## config.mk

```make
export PLATFORM = sky130hd
export DESIGN_NAME = fir_out_decimator
export DESIGN_NICKNAME = d
export VERILOG_FILES = /design/src/rtl/fir_out_decimator.sv
export SDC_FILE = /design/constraint.sdc
export NUM_CORES = 1
export LEC_CHECK = 0
export CAP_MARGIN = 15
export CORE_MARGIN = 8
export CORE_UTILIZATION = 54
export CTS_CLUSTER_DIAMETER = 80
export DETAILED_ROUTE_END_ITERATION = 6
export HOLD_SLACK_MARGIN = 0.03
export MAX_ROUTING_LAYER = met4
export PLACE_DENSITY = 0.79
export SYNTH_ARGS = -nofsm -noshare
export SYNTH_HDL_FRONTEND = slang
export SYNTH_SLANG_ARGS = --single-unit
export TNS_END_PERCENT = 10
```

## constraint.sdc

```tcl
create_clock -name clk -period 3.85 [get_ports clk]
set_input_delay 1.155 -clock clk [delete_from_list [all_inputs] [get_ports clk]]
set_output_delay 1.155 -clock clk [all_outputs]
set_load 0.02 [all_outputs]
```

## src/rtl/fir_out_decimator.sv

```systemverilog
// ---------------------------------------------------------------------------
// fir_out_decimator
//
// Output stage for the 63-tap FIR filter. It keeps one of every DECIM valid
// accumulator samples. Each kept sample is rounded, shifted right by SHIFT and
// saturated to 16-bit signed. The result is registered once, then written
// into a small first-word-fall-through FIFO that drains over valid/ready.
//
// Parameters
//   DECIM       decimation ratio, 1..16 (1 keeps every sample)
//   SHIFT       right shift applied to y_in, 1..8
//   FIFO_DEPTH  output FIFO entries, power of two, 2..32
//
// Ports
//   clk         rising-edge clock
//   rst_p       synchronous active-high reset
//   y_in        24-bit signed filter output sample
//   y_valid     y_in carries a new sample this cycle
//   dout        signed sample at the FIFO head, 0 when the FIFO is empty
//   dout_valid  FIFO is non-empty
//   dout_ready  consumer takes dout this cycle
//   level       current FIFO occupancy, 0..FIFO_DEPTH
//   sat_cnt     number of kept samples that clipped, holds at 16'hFFFF
//   ovf         sticky flag: a sample was dropped on a full FIFO
// ---------------------------------------------------------------------------
module fir_out_decimator #(
  parameter int DECIM      = 4,
  parameter int SHIFT      = 7,
  parameter int FIFO_DEPTH = 8
) (
  input  logic                        clk,
  input  logic                        rst_p,
  input  logic [23:0]                 y_in,
  input  logic                        y_valid,
  output logic [15:0]                 dout,
  output logic                        dout_valid,
  input  logic                        dout_ready,
  output logic [$clog2(FIFO_DEPTH):0] level,
  output logic [15:0]                 sat_cnt,
  output logic                        ovf
);

  localparam int PW = $clog2(FIFO_DEPTH);
  localparam int LW = PW + 1;
  localparam int CW = (DECIM > 1) ? $clog2(DECIM) : 1;

  localparam logic [CW-1:0]      PH_LAST  = CW'(DECIM - 1);
  localparam logic signed [24:0] RND      = 25'sd1 <<< (SHIFT - 1);
  localparam logic signed [24:0] MAXV     = 25'sd32767;
  localparam logic signed [24:0] MINV     = -25'sd32768;
  localparam logic [LW-1:0]      FULL_LVL = LW'(FIFO_DEPTH);

  // -------------------------------------------------------------------------
  // State
  // -------------------------------------------------------------------------
  logic [CW-1:0] ph_q, ph_d;
  logic          s_valid_q, s_valid_d;
  logic [15:0]   s_data_q, s_data_d;
  logic [PW-1:0] wr_ptr_q, wr_ptr_d;
  logic [PW-1:0] rd_ptr_q, rd_ptr_d;
  logic [LW-1:0] level_q, level_d;
  logic [15:0]   sat_cnt_q, sat_cnt_d;
  logic          ovf_q, ovf_d;

  logic [15:0]   mem_q [FIFO_DEPTH];

  // -------------------------------------------------------------------------
  // Scaling: one extra bit of headroom so the rounding add cannot wrap.
  // -------------------------------------------------------------------------
  logic signed [24:0] t_w;
  logic signed [24:0] r_w;
  logic               clip_hi_w;
  logic               clip_lo_w;
  logic [15:0]        scaled_w;

  always_comb begin
    t_w       = $signed({y_in[23], y_in}) + RND;
    r_w       = t_w >>> SHIFT;
    clip_hi_w = (r_w > MAXV);
    clip_lo_w = (r_w < MINV);
    if (clip_hi_w) begin
      scaled_w = 16'h7FFF;
    end else if (clip_lo_w) begin
      scaled_w = 16'h8000;
    end else begin
      scaled_w = r_w[15:0];
    end
  end

  // -------------------------------------------------------------------------
  // Handshake decode
  // -------------------------------------------------------------------------
  logic keep_w;
  logic empty_w;
  logic full_w;
  logic pop_w;
  logic push_w;
  logic drop_w;

  always_comb begin
    keep_w  = y_valid && (ph_q == '0);
    empty_w = (level_q == '0);
    full_w  = (level_q == FULL_LVL);
    pop_w   = !empty_w && dout_ready;
    // A full FIFO can still accept the sample when the head leaves this cycle.
    push_w  = s_valid_q && (!full_w || pop_w);
    drop_w  = s_valid_q && full_w && !pop_w;
  end

  // -------------------------------------------------------------------------
  // Next-state logic
  // -------------------------------------------------------------------------
  always_comb begin
    ph_d      = ph_q;
    s_valid_d = keep_w;
    s_data_d  = scaled_w;
    wr_ptr_d  = wr_ptr_q;
    rd_ptr_d  = rd_ptr_q;
    level_d   = level_q;
    sat_cnt_d = sat_cnt_q;
    ovf_d     = ovf_q;

    if (y_valid) begin
      ph_d = (ph_q == PH_LAST) ? '0 : ph_q + CW'(1);
    end

    if (keep_w && (clip_hi_w || clip_lo_w) && (sat_cnt_q != 16'hFFFF)) begin
      sat_cnt_d = sat_cnt_q + 16'd1;
    end

    // Pointers are PW bits wide, so they wrap modulo FIFO_DEPTH naturally.
    if (push_w) begin
      wr_ptr_d = wr_ptr_q + PW'(1);
    end
    if (pop_w) begin
      rd_ptr_d = rd_ptr_q + PW'(1);
    end

    case ({push_w, pop_w})
      2'b10:   level_d = level_q + LW'(1);
      2'b01:   level_d = level_q - LW'(1);
      default: level_d = level_q;
    endcase

    if (drop_w) begin
      ovf_d = 1'b1;
    end
  end

  // -------------------------------------------------------------------------
  // State registers
  // -------------------------------------------------------------------------
  always_ff @(posedge clk) begin
    if (rst_p) begin
      ph_q      <= '0;
      s_valid_q <= 1'b0;
      s_data_q  <= '0;
      wr_ptr_q  <= '0;
      rd_ptr_q  <= '0;
      level_q   <= '0;
      sat_cnt_q <= '0;
      ovf_q     <= 1'b0;
    end else begin
      ph_q      <= ph_d;
      s_valid_q <= s_valid_d;
      s_data_q  <= s_data_d;
      wr_ptr_q  <= wr_ptr_d;
      rd_ptr_q  <= rd_ptr_d;
      level_q   <= level_d;
      sat_cnt_q <= sat_cnt_d;
      ovf_q     <= ovf_d;
    end
  end

  // Storage is not reset: an empty level makes stale entries invisible.
  always_ff @(posedge clk) begin
    if (push_w) begin
      mem_q[wr_ptr_q] <= s_data_q;
    end
  end

  // -------------------------------------------------------------------------
  // Outputs: head of FIFO is read combinationally (fall-through).
  // -------------------------------------------------------------------------
  always_comb begin
    dout_valid = !empty_w;
    dout       = empty_w ? 16'h0000 : mem_q[rd_ptr_q];
    level      = level_q;
    sat_cnt    = sat_cnt_q;
    ovf        = ovf_q;
  end

endmodule

```

==> results of run 1 <==
power breakdown:
group | leakage, nW | switching (mW) | total, mW | internal (mW)
combinational | 1.04 | 0.592 | 1.17 | 0.575
clock | 0.283 | 0.755 | 1.67 | 0.920
sequential | 1.57 | 0.0703 | 2.19 | 2.12
path summary, 6_finish.rpt:
| kind | slack, ns | endpoint | cells past startpoint | start |
|---|---|---|---|---|
| hold reg to reg | 0.48 | ovf$_SDFFE_PP0P_ | 2 | ovf$_SDFFE_PP0P_ |
| setup reg to reg | 1.21 | level[3]$_SDFFE_PP0P_ | 10 | level[0]$_SDFFE_PP0P_ |
| setup / recovery | 0.30 | dout[3] | 5 | flop |
| hold / removal | 0.48 | ovf$_SDFFE_PP0P_ | 2 | ovf$_SDFFE_PP0P_ |
per-layer routing:
metal  share of wire (%)  vias up
met5                   0        -
met4                 1.9        0
met3                 5.0       26
met2                  51      150
met1                  42     2161
li1                    -     2022
worst min-delay path: cells and delay by family, from the launching register on:
family | cells | cell delay (ns)
compound gates | 1 | 0.04
flops | 1 | 0.33
simple gates | 1 | 0.07
area by class of cell:
class / instances / area (um2) / area share [%]
inverters: 16 / 60.1 / 0.677
flip-flops and latches: 177 / 4830 / 54.4
clock buffers: 17 / 425 / 4.79
clock inverters: 15 / 159 / 1.79
well taps: 180 / 225 / 2.54
repair buffers: 75 / 736 / 8.29
multi-input cells: 281 / 2440 / 27.5
state kept, by name (all words and copies together), names as in the netlist, named ones only:
name,flops
s_data_q,16
ovf,1
ph_q,2
rd_ptr_q,3
wr_ptr_q,3
sat_cnt,16
level,4
s_valid_q,1
mem_q,128
layout by cell type (no fill, tap or decap), types with 7 or more instances in the layout:
master and n:
a21oi_1 18, buf_4 14, clkbuf_16 17, clkdlybuf4s50_1 59, dfxtp_1 48, edfxtp_1 128
ha_1 9, inv_1 16, mux2i_1 19, mux4_2 32, nand2_1 24, nand3_1 8
nand4_1 7, nor2_1 52, nor2b_1 8, o21ai_0 9, o21ai_1 9, o31ai_1 7
or4_1 7, xnor2_1 10, xor2_1 12
logic make-up after synthesis:
family | Yosys count | share of synthesized area [%]
xor+xnor | 22 | 2.60
simple gates | 141 | 10.4
fa+ha+maj | 10 | 1.79
flops | 177 | 65.1
mux | 57 | 13.5
buf+inv | 35 | 2.09
compound gates | 51 | 4.48
==> impl_metrics.tcl, run 1 <==
set metrics [dict create \
    status "complete, no violations" \
    synth_area_leaders "edfxtp_1 52%, dfxtp_1 13%, mux4_2 9.7%" \
    synthesis.area_mm2 0.00741 \
    synth_flop_cell "edfxtp_1" \
    rsz0062_at_grt "no" \
    maxSlewViolCount 0 \
    drc 0 \
    final_hold_viol_count 0 \
    initial_core_util_pct 54.2 \
    critical_path_class "flop to output pin" \
    layout-drive-gt1-share_pct 17.4 \
    synth.avg_cell_area_um2 15.0 \
    cts_buffers 17 \
    cts_tree "yes" \
    synth_cell_types 47 \
    cts_buffer_depth 2 \
    hpwl_mm 9.27 \
    rows 43 \
    cp_slowest_cell "clkdlybuf4s50_1" \
    ys_ff_latch 177 \
    postCtsSetupBuffers 0 \
    dieArea_mm2 0.0177 \
    antenna_cells 0 \
    antenna_left 0 \
    hold_slack_ns 0.476 \
    layout_min_cycle_time_ns 3.55 \
    firstDrtPassIters 4 \
    gr-total-overflow 0 \
    tightest_slew_ns 0.802 \
    fmax_mhz 282 \
    wire_per_inst_um 19.4 \
    vias_per_cell 5.73 \
    io_buffers 59 \
    p_total_mw 5.03 \
    via_count 4359 \
    critPathMaxFanout 32 \
    final.period_utilization_pct 92.1 \
    gp_congestion 0.875 \
    leakage_nw 2.89 \
    dp.cells 729 \
    nFillCells 976 \
    post-route-util_pct 64.9 \
    pre_cts_ws_ns 0.128 \
    cts_resized 0 \
    synth_most_common_cell "edfxtp_1" \
    skew_ns 0.00932 \
    synthTopCellsByCount "128 x edfxtp_1, 52 x nor2_1, 49 x dfxtp_1, 32 x mux4_2, 24 x nand2_1" \
    yosysWarnings 0 \
    clk_pin_slew_ns 0.07 \
    h-tree-depth 4 \
    grt_pass1_vias 4481 \
    die_y_um 133 \
    power.density_mw_per_mm2 567 \
    arrival_ns 2.39 \
    crit_required_ns 2.69 \
    final.setup.tns_ns 0 \
    totalWireLength_mm 14.7 \
    synthArstFlopShare_pct 0 \
    drt_iter0_drc 283 \
    grt-busiest-layer "met2" \
    syn_nets 531 \
    met3_usage_pct 3.88 \
    coreArea_mm2 0.0137 \
    grt_use_met2_pct 29.4 \
    syn_inst 493 \
    postCtsHoldBufs 0 \
    grt_max_degree 38 \
    use_met1_pct 20.3 \
    irDropWorstVdd_mv 0.322 \
    synth-edff-count 128 \
    synth.largest_area_cell "edfxtp_1" \
    area_growth_pct 19.8 \
    synth.yosys.seq_area_share_pct 65.1 \
    end_kind "output pin" \
    worst_slack_ns 0.304 \
    critPathLaunchType "flop" \
    ios 66 \
    fin_area_mm2 0.00887 \
    grtUsageTotal_pct 17.6 \
    relSlewSlack_pct 46.5 \
    grt_pass1_wl_mm 23.3 \
    hold_path_class "flop to flop" \
    setup_viol 0 \
    root_buffer "clkbuf_16" \
    synth_top_area_share_pct 51.9 \
    cts_sinks 177 \
    instances_no_fill 761 \
    critPathBufInv 2 \
    antenna_found_initial 0 \
    cp_top_family "buffers and inverters" \
    die_x_um 133 \
    cp_slowest_stage_delay_ns 0.54 \
    cp_cell_sequence "buf_12 -> mux4_2 -> mux2i_1 -> nor2_1 -> clkdlybuf4s50_1" \
    nNetsFinal 606 \
    clkLatencyLatePin_ns 0.43 \
    place_area_mm2 0.00829 \
    maxCapViolCount 0 \
]
Note: power is estimated with default switching activity, not from simulation.
==> run 2: changes to the inputs <==
==> constraint.sdc (replaced) <==
create_clock -name clk -period 3.8 [get_ports clk]
set_input_delay 1.14 -clock clk [delete_from_list [all_inputs] [get_ports clk]]
set_output_delay 1.14 -clock clk [all_outputs]
set_load 0.02 [all_outputs]
==> run 2 against run 1 <==
Via count down 0.50%; final area about the same; sequential power about the same; setup slack worse by 0.062 ns; first-iteration DRC count up 45%; largest cell class unchanged; clock power about the same.
==> impl_metrics.tcl, run 2 (synthesis results as in run 1) <==
set metrics [dict create \
    grtUsageTotal_pct 17.8 \
    antenna_left 0 \
    initial_core_util_pct 54.2 \
    hold_path_class "flop to flop" \
    r2r_start "level[0]$_SDFFE_PP0P_" \
    antenna_found_initial 0 \
    coreArea_mm2 0.0137 \
    instances_no_fill 762 \
    setup_viol 0 \
    cts_buffers 17 \
    clkLatencyLatePin_ns 0.42 \
    power.density_mw_per_mm2 573 \
    cts_resized 0 \
    drc 0 \
    maxCapViolCount 0 \
    r2r_cells 10 \
    rr_endpoint "level[3]$_SDFFE_PP0P_" \
    root_buffer "clkbuf_16" \
    io_buffers 59 \
    grt_pass1_vias 4477 \
    firstDrtPassIters 4 \
    status "complete, no violations" \
    rows 43 \
    cts_sinks 177 \
    gr-total-overflow 0 \
    layout-drive-gt1-share_pct 17.5 \
    hpwl_mm 9.08 \
    nNetsFinal 607 \
    via_count 4337 \
    end_kind "output pin" \
    antenna_cells 0 \
    ios 66 \
    min-delay-start "ovf$_SDFFE_PP0P_" \
    largest_register_ffs 128 \
    rsz0062_at_grt "no" \
    cp_slowest_cell "mux4_2" \
    gp_congestion 0.874 \
    final_common_cell "edfxtp_1" \
    layout_min_cycle_time_ns 3.56 \
    cts_tree "yes" \
    leakage_nw 2.89 \
    maxSlewViolCount 0 \
    wire_per_inst_um 19.5 \
    multi_input_area_mm2 0.00244 \
    worst_slack_ns 0.243 \
    regMostFlops "mem_q" \
    fmax_mhz 281 \
    tightest_slew_ns 0.858 \
    dieArea_mm2 0.0177 \
    pre_cts_ws_ns 0.000115 \
    cp_num_cells 5 \
    die_y_um 133 \
    final.period_utilization_pct 93.6 \
    grt_pass1_wl_mm 23.7 \
    grt_max_degree 38 \
    h-tree-depth 4 \
    arrival_ns 2.42 \
    die_x_um 133 \
    seq_area_mm2 0.00483 \
    skew_ns 0.00744 \
    cp_slowest_stage_delay_ns 0.55 \
    critPathLaunchType "flop" \
    cp_cell_sequence "buf_12 -> mux4_2 -> mux2i_1 -> nor2_1 -> clkdlybuf4s50_1" \
    clk_pin_slew_ns 0.06 \
    nFillCells 999 \
    postCtsSetupBuffers 0 \
    critPathMaxFanout 32 \
    dp.cells 730 \
    cp_top_family "buffers and inverters" \
    final_hold_viol_count 0 \
    postCtsHoldBufs 0 \
    mostFrequentLayoutCells "128 x edfxtp_1, 59 x clkdlybuf4s50_1, 52 x nor2_1" \
    final.setup.tns_ns 0 \
    critPathBufInv 2 \
    cts_buffer_depth 2 \
    drt_iter0_drc 409 \
    totalWireLength_mm 14.9 \
    crit_required_ns 2.66 \
    relSlewSlack_pct 42.8 \
    area_growth_pct 19.8 \
    critical_path_class "flop to output pin" \
    irDropWorstVdd_mv 0.443 \
    endpoint "dout[3]" \
    r2r_setup_slack_ns 1.19 \
    vias_per_cell 5.69 \
]
run 2: cell types whose count changed in the layout (fill, tap and decap cells not counted), sizes merged:
cell	delta
buf	+1
clkinv	+1
inv	-2
clkbuf	+1
run 2: power by group:
group | switching, mW | internal [mW]
logic | 0.602 | 0.584
registers | 0.0711 | 2.15
clock network | 0.753 | 0.926
total | 1.43 | 3.66
run 2: per-stage QoR:
step	util, %	area, um2	total power, mW	hold slack, ns
6_report	64.9	8870	5.08	0.471
5_1_grt	64.9	8870	5.29	0.519
4_1_cts	64.9	8870	5.13	0.479
3_5_place_dp	60.7	8300	3.46	0.464
3_3_place_gp	60.7	8300	3.43	0.459
2_1_floorplan	-	7410	3.00	0.448
run 2: worst min-delay path: cells and delay by family, from the launching register on:
family,cells,cell delay [ns]
flip-flops,1,0.33
AND/OR/NAND/NOR,1,0.07
AO/OA/AOI/OAI,1,0.04
run 2: how the worst min path moves through the flow:
stage                            end  cells past startpoint
detailed placement  ovf$_SDFFE_PP0P_                      2
floorplan           ovf$_SDFFE_PP0P_                      2
CTS                 ovf$_SDFFE_PP0P_                      2
global placement    ovf$_SDFFE_PP0P_                      2
finish              ovf$_SDFFE_PP0P_                      2
global route        ovf$_SDFFE_PP0P_                      2
run 2: layout make-up:
type	count	share of cell area, %
clock inverters	14	1.65
flip-flops and latches	177	54.4
multi-input cells	281	27.5
clock buffers	18	4.84
inverters	16	0.677
repair buffers	76	8.38
well taps	180	2.54
run 2: per-layer routing:
metal | vias to the layer above | global-route usage (%) | share of wire (%)
met5 | - | - | 0
met4 | 0 | 6.43 | 1.8
met3 | 24 | 4.37 | 4.4
met2 | 130 | 29.1 | 51
met1 | 2154 | 21.3 | 43
li1 | 2029 | - | -
==> RTL change (flow settings as in run 2) <==
Change the parameter `FIFO_DEPTH` from 8 to 4.
--- a/src/rtl/fir_out_decimator.sv
+++ b/src/rtl/fir_out_decimator.sv
@@ -27,5 +27,5 @@
   parameter int DECIM      = 4,
   parameter int SHIFT      = 7,
-  parameter int FIFO_DEPTH = 8
+  parameter int FIFO_DEPTH = 4
 ) (
   input  logic                        clk,
Interface: changed (resized level); port bits go from 66 to 65. The function was not compared with the original's and may differ.
==> RTL change against run 2 <==
Non-clock buffer count decreased by 4. Largest cell class unchanged. Wire length shrank 37%. Sequential cell count is 68 lower. Power decreased by 45%. Area after synthesis is 34% lower. Cell area decreased by 35%. Setup slack better by 140 ps. Critical path type unchanged. Highest routed layer unchanged. Cell count fell by 26%.
==> RTL change: results (changes against run 2) <==
Compound-Gate Fraction of Synth Area: 5.40% (+0.92 points)
CP top delay family: buffers and inverters
Vias/cell: 5.55 (-2.5%)
cell depth of the worst flop-to-flop path: 8 (-2)
root buf cell: clkbuf_8
CP arrival: 2280 ps (-140 ps)
HP Start: s_data_q[11]
worst clock skew: 9.26 ps (+1.82 ps)
RD Place Congestion: 0.769 (-12%)
CP peak stage delay: 570 ps (+20 ps)
vias: 3145 (-27%)
Worst R2R Setup Slack: 1310 ps (+120 ps)
Sum Neg Setup Slack: 0 ps (unchanged)
Reg2Reg Capture Point: level[2]
ANT cells: 0 (unchanged)
Avg Cell Area, Syn: 12.6 µm² (-16%)
slew of the pin with the lowest slew margin: 1020 ps (+164 ps)
port bufs: 58 (-1.7%)
max reg flops: 64 (-50%)
largest cells by area after synthesis: edfxtp_1 39%, dfxtp_1 18%, mux4_2 7.4%, and2_1 2.7%, nor2_1 2.6%
Max Buffers Root-to-Sink: 2 (unchanged)
Post-synth EDFFs: 64 (-50%)
Total Wirelength: 9360 µm (-37%)
Skew-Pair Late Insertion Delay: 370 ps (-50 ps)
global-route wire length before repair: 15800 µm (-33%)
Num CTS Buffers: 9 (-8)
share of post-route cells with drive strength above 1: 13.9% (-3.6 points)
DR iter-0 viols: 108 (-74%)
Final #Nets: 492 (-19%)
Syn Nets: 427 (-20%)
GRT Util Overall: 16.1% (-1.7 points)
Min-Delay Path Class: reg -> reg
setup bufs post-CTS: 0 (unchanged)
Seq/Total Area, Yosys: 57.7% (-7.4 points)
post-synthesis mux area share: 10.3% (-3.2 points)
Hold Crit Endpoint: mem_q[2][11]
CP Max Fanout: 16 (-50%)
status: finished clean
leakage: 1.98 nW (-32%)
CTS clk-pin slew, worst paths: 110 ps (+50 ps)
Post-DP Area: 5620 µm² (-32%)
vias in the first global route: 3181 (-29%)
Max VDD drop: 0.288 mV (-35%)
FF-to-FF Start: level[0]
Synth Area in XOR/XNOR: 3.58% (+0.98 points)
Post-synth top cells: 64 x edfxtp_1, 45 x dfxtp_1, 34 x nor2_1, 24 x a21oi_1, 23 x nand2_1
H-tree levels: 3 (-1)
DR pass1 iterations: 4 (unchanged)
hpwl dp: 6740 µm (-26%)
Post-Synth Adder-Cell Area: 2.71% (+0.92 points)
largest net degree at the start of global routing: 29 (-24%)
hold depth: 0 (-2)
initial antenna violation count: 0 (unchanged)
placed instance count: 551 (-25%)
RTL change: changes by cell type in the layout (fill, tap and decap cells not counted), moves of 11 or more:
| cell | run 2 | this run |
|---|---|---|
| clkbuf_16 | 17 | 0 |
| edfxtp_1 | 128 | 64 |
| nor2_1 | 52 | 34 |
| and2_1 | 3 | 21 |
| nand3_1 | 8 | 19 |
| mux2i_1 | 19 | 4 |
| mux4_2 | 32 | 16 |
RTL change: per-stage QoR:
step,setup WS [ps],hold WS (ps),power (mW),utilization [%]
5_1_grt,246,501,2.94,66.3
4_1_cts,319,487,2.82,66.3
2_1_floorplan,598,438,1.85,-
6_report,378,479,2.79,66.3
3_5_place_dp,49.1,461,2.16,64.1
3_3_place_gp,84.7,446,2.14,64.1
RTL change: kinds of logic (layout without fill, tap and decap cells):
kind of cell,Yosys count,after routing
AOI/OAI and AO/OA,44,44
and+or+nand+nor,149,149
DFF,109,109
muxes,28,28
xor gates and xnor gates,20,20
adders and majority gates,10,10
buffers and inverters,29,99
RTL change: cell type report:
| cell class | count | area, µm² |
|---|---|---|
| multi-input combinational | 251 | 1930 |
| fill | 654 | 2950 |
| timing repair buffer | 72 | 686 |
| tap | 108 | 135 |
| clock buffer | 9 | 124 |
| clock inverter | 7 | 68.8 |
| sequential | 109 | 2820 |
| inverter | 11 | 41.3 |
RTL change: per-layer routing:
metal / wire, µm / track usage [%] / part of all wire [%]
met3: 363 / 4.38 / 3.9
met1: 4220 / 19.8 / 45
met5: 0 / - / 0
met2: 4700 / 25.9 / 50
met4: 73 / 3.73 / 0.78
RTL change: how the worst max path moves through the flow:
stage               from          end  cells after the start
2_1_floorplan    y_in[6]   sat_cnt[7]                      8
3_3_place_gp     y_in[6]   sat_cnt[5]                      8
3_5_place_dp    y_in[11]  sat_cnt[15]                      7
4_1_cts        flip-flop     dout[12]                      4
5_1_grt        flip-flop     dout[12]                      4
6_report       flip-flop     dout[12]                      4
RTL change: report_power, final:
part	switching (mW)	leakage [nW]	internal, mW
logic	0.388	0.928	0.379
clock network	0.418	0.0911	0.254
registers	0.0378	0.957	1.31
RTL change: worst register-to-register path: cells and delay by family, from the launching register on:
family | cells | cell delay (ps)
and+or+nand+nor | 3 | 1050
adders and majority gates | 2 | 600
DFF | 1 | 420
xor gates and xnor gates | 1 | 160
AOI/OAI and AO/OA | 1 | 140
buffers and inverters | 1 | 70
